### config.mk
export PLATFORM = sky130hd
export DESIGN_NAME = alu_mul_sequencer
export DESIGN_NICKNAME = d
export VERILOG_FILES = /design/src/rtl/alu_mul_sequencer.sv
export SDC_FILE = /design/constraint.sdc
export NUM_CORES = 1
export LEC_CHECK = 0
export CORE_ASPECT_RATIO = 0.7
export CORE_MARGIN = 2
export CORE_UTILIZATION = 39
export DETAILED_ROUTE_END_ITERATION = 10
export PLACE_DENSITY = 0.75
export SETUP_SLACK_MARGIN = 0.15
export SLEW_MARGIN = 25
export SYNTH_ARGS = -nofsm -noshare
export SYNTH_HDL_FRONTEND = slang
export SYNTH_SLANG_ARGS = --single-unit
### constraint.sdc
create_clock -name Clock -period 1.53 [get_ports Clock]
set_input_delay 0.459 -clock Clock [delete_from_list [all_inputs] [get_ports Clock]]
set_output_delay 0.459 -clock Clock [all_outputs]
set_load 0.05 [all_outputs]
### src/rtl/alu_mul_sequencer.sv
// Multi-cycle 32x32 unsigned shift-and-add multiplier that borrows the shared ALU for its adds.
// Returns the low 32 product bits plus a sticky overflow flag over a valid/ready pair.
module alu_mul_sequencer #(
    parameter logic [4:0] ADD_FUNSEL  = 5'b10100,
    parameter logic [4:0] IDLE_FUNSEL = 5'b10000
) (
    input  logic        Clock,
    input  logic        Reset,
    input  logic        StartValid,
    output logic        StartReady,
    input  logic [31:0] OpA,
    input  logic [31:0] OpB,
    output logic        ResultValid,
    input  logic        ResultReady,
    output logic [31:0] Product,
    output logic        Overflow,
    output logic        Busy,
    output logic [31:0] AluA,
    output logic [31:0] AluB,
    output logic [4:0]  AluFunSel,
    output logic        AluWF,
    input  logic [31:0] AluOut,
    input  logic [3:0]  AluFlags,
    output logic [2:0]  StateDbg
);

    // Handshakes: a transfer happens on a rising edge where valid and ready are both 1;
    // valid never depends combinationally on ready, and request operands are sampled only then.

    typedef enum logic [2:0] {
        S_IDLE  = 3'd0,
        S_EVAL  = 3'd1,
        S_ADD   = 3'd2,
        S_CHK   = 3'd3,
        S_SHIFT = 3'd4,
        S_DONE  = 3'd5
    } state_t;

    typedef struct packed {
        logic       start_ready;
        logic       busy;
        logic       result_valid;
        logic       alu_wf;
        logic [4:0] funsel;
    } ctl_t;

    // Control outputs are registered together with the state they belong to.
    function automatic ctl_t ctl_for(input state_t s);
        ctl_t c;
        c.start_ready  = 1'b0;
        c.busy         = 1'b1;
        c.result_valid = 1'b0;
        c.alu_wf       = 1'b0;
        c.funsel       = IDLE_FUNSEL;
        case (s)
            S_IDLE: begin
                c.start_ready = 1'b1;
                c.busy        = 1'b0;
            end
            S_ADD: begin
                c.alu_wf = 1'b1;
                c.funsel = ADD_FUNSEL;
            end
            S_DONE:  c.result_valid = 1'b1;
            default: ;
        endcase
        return c;
    endfunction

    state_t      state;
    ctl_t        ctl;
    logic [31:0] acc;
    logic [31:0] mcand;
    logic [31:0] mult;
    logic        ovf;
    logic [31:0] product_q;
    logic        overflow_q;

    always_ff @(posedge Clock) begin
        if (!Reset) begin
            state      <= S_IDLE;
            ctl        <= ctl_for(S_IDLE);
            acc        <= '0;
            mcand      <= '0;
            mult       <= '0;
            ovf        <= 1'b0;
            product_q  <= '0;
            overflow_q <= 1'b0;
        end else begin
            case (state)
                S_IDLE: begin
                    if (StartValid) begin
                        acc   <= '0;
                        mcand <= OpA;
                        mult  <= OpB;
                        ovf   <= 1'b0;
                        state <= S_EVAL;
                        ctl   <= ctl_for(S_EVAL);
                    end
                end
                S_EVAL: begin
                    if (mult == '0) begin
                        product_q  <= acc;
                        overflow_q <= ovf;
                        state      <= S_DONE;
                        ctl        <= ctl_for(S_DONE);
                    end else if (mult[0]) begin
                        state <= S_ADD;
                        ctl   <= ctl_for(S_ADD);
                    end else begin
                        state <= S_SHIFT;
                        ctl   <= ctl_for(S_SHIFT);
                    end
                end
                S_ADD: begin
                    acc   <= AluOut;
                    state <= S_CHK;
                    ctl   <= ctl_for(S_CHK);
                end
                S_CHK: begin
                    // The ALU latched the add carry at the ADD edge; it is readable only now.
                    ovf   <= ovf | AluFlags[2];
                    state <= S_SHIFT;
                    ctl   <= ctl_for(S_SHIFT);
                end
                S_SHIFT: begin
                    ovf   <= ovf | (mcand[31] & (mult[31:1] != '0));
                    mcand <= mcand << 1;
                    mult  <= mult >> 1;
                    state <= S_EVAL;
                    ctl   <= ctl_for(S_EVAL);
                end
                S_DONE: begin
                    if (ResultReady) begin
                        state <= S_IDLE;
                        ctl   <= ctl_for(S_IDLE);
                    end
                end
                default: begin
                    state <= S_IDLE;
                    ctl   <= ctl_for(S_IDLE);
                end
            endcase
        end
    end

    assign StartReady  = ctl.start_ready;
    assign Busy        = ctl.busy;
    assign ResultValid = ctl.result_valid;
    assign AluWF       = ctl.alu_wf;
    assign AluFunSel   = ctl.funsel;
    assign AluA        = acc;
    assign AluB        = mcand;
    assign Product     = product_q;
    assign Overflow    = overflow_q;
    assign StateDbg    = state;

    logic unused_flags;
    assign unused_flags = ^{AluFlags[3], AluFlags[1:0]};

endmodule

======== Yosys cells after proc, flatten, opt, wreduce, memory -nomap -nowiden ========
Index checks and enable logic that the tools add are counted.
storage, ports and cells
  register bits after elaboration ......... 142
  output and inout bits ................... 109
operators by class
  equality and inequality tests ........... 7
  mux-type cells .......................... 18
  bitwise gates (word level) .............. 3
  reduce and logical (&&, ||, !) cells .... 12
operator list
  kind                                                             count
  32-bit case mux with 2 select lines                              3
  32-bit two-way mux                                               3
  9-bit case mux with 4 select lines                               1
  32-bit zero test                                                 1
  31-bit nonzero test                                              1
  9-bit two-way mux                                                2
  3-bit case mux with 6 select lines                               1
  3-bit two-way mux                                                4
  2-bit AND reduction                                              5
  7-bit two-way mux                                                1
  3-bit by 2-bit == test with 1-bit output, second input constant  2
  3-bit == test, second input constant                             2
  6-bit two-way mux                                                1
  2-bit != test, second input constant                             2
  2-bit nonzero test                                               2
  3-bit by 1-bit == test with 1-bit output, second input constant  1
  3-bit zero test                                                  1
  1-bit case mux with 3 select lines                               1
  3-bit nonzero test                                               1
  3-bit OR reduction                                               1
  1-bit bitwise OR                                                 2
  1-bit AND                                                        1
  1-bit two-way mux                                                1

======== Logic depth before layout (Yosys ltp) ========
  depth after elaboration ................. 4
  depth in mapped cells ................... 8
  mapped depth without buffers ............ 4

======== Least setup slack after synthesis ========
Ideal clock, no wire load.
  path kind ............................... reg2reg
  start ................................... register state[2] (netlist: StateDbg[2])
  end ..................................... register mcand[1] (netlist: AluB[1])
  arrival time ............................ 1.867 ns
  path slack .............................. -0.407 ns
  stages on the path, launching flop included .. 8
  buffers on the path ..................... 3
  clock period less this slack ............ 1.937 ns
  cells stage by stage .................... dfxtp_1 > nor3b_4 > or2_1 > buf_2 > buf_6 > buf_6 > o221ai_2 > a21oi_1
on the way
  longest elaborated chain between the ends .. 3
  elaborated cells on any way between the ends .. 6
  classes of those cells .................. eq/ne (2); mux (1); reduce/logical (3)
ends and longest elaborated chain
  what                                                                  RTL line  text
  start: declaration                                                    70        state_t state;
  start signal: assignment                                              81        state <= S_IDLE;
  start signal: assignment                                              97        state <= S_EVAL;
  start signal: assignment                                              105       state <= S_DONE;
  3-bit == test / 3-bit zero test (equally long branches)               90        case (state)
  2-bit nonzero test (no line) / 2-bit != test (equally long branches)  --
  2-bit AND reduction (no line)                                         --
  end signal: assignment                                                94        mcand <= OpA;
  end signal: assignment                                                128       mcand <= mcand << 1;
  end: declaration                                                      73        logic [31:0] mcand;
Several ways; a longest one is shown, not always the timed one.
A chain may end at the register's enable or synchronous reset.

======== Worst setup path after layout ========
  start ................................... register mult[3]
  end ..................................... register product_q[4] (netlist: Product[4])
on the way
  longest elaborated chain between the ends .. 2
ends and longest elaborated chain
  what                           RTL line  text
  start: declaration             74        logic [31:0] mult;
  start signal: assignment       95        mult <= OpB;
  start signal: assignment       129       mult <= mult >> 1;
  32-bit zero test               102       if (mult == '0) begin
  2-bit AND reduction (no line)  --
  end signal: assignment         87        product_q <= '0;
  end signal: assignment         103       product_q <= acc;
  end: declaration               76        logic [31:0] product_q;
No other way between the ends.

==> impl_metrics.env <==
export IMPL_fin_tns_setup_ps=-39480
export IMPL_final_cell_area_um2=13400
export IMPL_cts_root_buf="clkbuf_16"
export IMPL_cellPowerDensity_nw_per_um2=905
export IMPL_ir_worst_vdd_mv=1.24
export IMPL_drc=0
export IMPL_ys_types=39
export IMPL_initial_utilization=0.403
export IMPL_hold_class="in -> reg"
export IMPL_die_width_um=148
export IMPL_dr_pass1_iters=7
export IMPL_skew_ps=13.5
export IMPL_placed_area_um2=9370
export IMPL_clkTransAtPathRegs_ps=70
export IMPL_cp_end_kind="flip-flop"
export IMPL_area_growth_pct=136
export IMPL_clock_sinks=137
export IMPL_io_buffer_count=205
export IMPL_die_y_um=105
export IMPL_avgViaCountPerCell=6.38
export IMPL_cts_tree="done"
export IMPL_slew_violations=0
export IMPL_gp_congestion=0.851
export IMPL_clk_latency_ps=440
export IMPL_max_cap_violations=0
export IMPL_dpl_cell_count=1014
export IMPL_power_leakage_nw=5.14
export IMPL_violations="negative setup slack"
export IMPL_hold_violations=0
export IMPL_rows=36
export IMPL_grt_usage=0.361
export IMPL_grt_start_max_net_pins=44
export IMPL_vias=7681
export IMPL_syn_area_per_cell_um2=9.26
export IMPL_grt_first_pass_wirelength_um=42900
export IMPL_die_area_um2=15500
export IMPL_relSlewSlack=0.627
export IMPL_grt_pass1_vias=7173
export IMPL_wire_per_inst_um=31.4
export IMPL_final_cells=1203
export IMPL_ys_seq_area_frac=0.485
export IMPL_grt_overflow=0
export IMPL_cts_buffers=17
export IMPL_cp_max_fo=5
export IMPL_drtIter0Drc=778
export IMPL_status="finished, violations left"
export IMPL_rsz0062_at_grt="true"
export IMPL_cts_max_path_buffers=2
export IMPL_setup_violations=138
export IMPL_fin_ws_ps=-616
export IMPL_grt_antenna_before_repair=1
export IMPL_synth_seq_cells=137
export IMPL_nFillCells=311
export IMPL_core_um2=14100
export IMPL_pin_count=213
export IMPL_ys_warn_count=0
export IMPL_start_kind="flip-flop"
export IMPL_drive_above_1_share=0.696
export IMPL_synth_cells=611
export IMPL_fmax_mhz=466
export IMPL_finalNetCount=1103
export IMPL_criticalPathCategory="reg -> reg"
export IMPL_hpwl_um=13500
export IMPL_crit_arrival_ps=2470
export IMPL_period_needed_ps=2150
export IMPL_power_mw=12.1
export IMPL_critical_path_required_ps=1850
export IMPL_routed_wl_um=37700
export IMPL_antenna_left=0
export IMPL_syn_cell_area_um2=5660
export IMPL_htreeDepth=4
export IMPL_fin_crit_sh=1.40
export IMPL_tightest_slew_ps=560
layout by cell type, fill, tap and decap left out, types with 5 or more instances in the layout:
cell type / instances
a311oi_2: 5
buf_6: 34
buf_16: 20
nor2_1: 37
buf_4: 140
buf_12: 129
nand2_4: 48
a21oi_2: 50
o221ai_2: 49
nand2_2: 6
mux2i_1: 28
dfxtp_4: 67
clkdlybuf4s50_1: 98
a21oi_4: 5
clkbuf_16: 20
dfxtp_2: 43
dfxtp_1: 27
a22oi_2: 34
a21oi_1: 7
nor2_4: 5
nand2_1: 85
synthesized netlist by cell type:
cell type  number  share of area
a21oi_1        62          0.055
a22oi_1        35          0.046
a311oi_1        5         0.0077
a31o_2          1         0.0015
a31oi_1         1         0.0011
a32oi_1         1         0.0015
and3_1          1         0.0011
buf_1           2         0.0013
buf_2          14          0.012
buf_4           6         0.0080
buf_6           5          0.010
buf_8           2         0.0053
clkbuf_1       32          0.021
conb_1          2         0.0013
dfxtp_1       137           0.48
inv_1           1        0.00066
inv_2           1        0.00066
mux2i_1        33          0.058
nand2_1       139          0.092
nand2b_1        1         0.0011
nand3_1         1        0.00088
nand3b_1        2         0.0027
nand4_1         2         0.0022
nor2_1         46          0.031
nor2b_1         1         0.0011
nor3_1          2         0.0018
nor3_4          1         0.0029
nor3b_2         1         0.0022
nor3b_4         1         0.0033
nor4_1          7         0.0077
nor4b_2         1         0.0027
o211ai_1        1         0.0013
o21a_1          1         0.0013
o21ai_0         2         0.0018
o221ai_1       27          0.042
o221ai_2       30          0.080
o22ai_1         1         0.0011
or2_1           1         0.0011
or3_1           2         0.0022
routing by layer:
metal | track usage | part of all wire
met1 | 0.440 | 0.34
met2 | 0.606 | 0.47
met3 | 0.0878 | 0.10
met4 | 0.158 | 0.084
met5 | 0 | 0
sequential cells by signal, summed over array words and instances (netlist names), 3 cells and up:
name / count
mult: 32
AluA: 32
StateDbg: 3
Product: 32
AluB: 32
path summary, 6_finish.rpt:
| check | startpoint | endpoint | slack [ps] | cells past startpoint |
|---|---|---|---|---|
| setup reg to reg | mult[3] | Product[4] | -620 | 6 |
| hold reg to reg | Product[31] | Product[31] | 490 | 2 |
| hold / removal | Reset | Overflow | 400 | 3 |
| setup / recovery | mult[3] | Product[4] | -620 | 6 |
power breakdown:
| group | total [mW] | leakage (nW) | internal [mW] | switching, mW |
|---|---|---|---|---|
| combinational | 3.77 | 3.67 | 1.90 | 1.88 |
| sequential | 3.93 | 1.19 | 3.69 | 0.238 |
| clock | 4.39 | 0.290 | 2.51 | 1.89 |
| total | 12.1 | 5.14 | 8.10 | 4.01 |
stage by stage:
| step | hold WS, ps | util | worst slack, ps |
|---|---|---|---|
| after floorplan | 444 | - | -105 |
| after global placement | 481 | 0.667 | -452 |
| after detailed placement | 487 | 0.667 | -528 |
| after CTS | 359 | 0.880 | -198 |
| after global routing | 408 | 0.952 | -577 |
| final | 395 | 0.952 | -616 |
area by class of cell:
cell class              count  area (µm²)  area share
clock buffers              19         453      0.0339
inverters                   2        8.76    0.000655
diodes                      1        2.50    0.000187
repair buffers            428        5670       0.424
well taps                 190         238      0.0178
clock inverters            13         143      0.0107
flip-flops and latches    137        3050       0.228
multi-input cells         413        3820       0.285
cells by family after synthesis:
family / Yosys count / share of synthesized area
DFF: 137 / 0.485
AOI/OAI and AO/OA: 167 / 0.240
muxes: 33 / 0.0584
buffers and inverters: 63 / 0.0595
and+or+nand+nor: 209 / 0.156
other: 2 / 0.00133
critical path, stage by stage (launching register included):
cell and delay [ps]:
dfxtp_2 350, nor4_2 420, nand4_1 300, nor3_4 340
buf_6 180, buf_12 140, mux2i_1 290
what timing repair did:
item | in CTS | in global routing
setup buffers | 97 | 36
endpoints found under the setup margin | 241 | 240
pin swaps | 79 | 83
gates resized for setup | 367 | 146
gates cloned | 20 | 3
hold buffers | 0 | 0
Power figures use the tool's default switching activity.
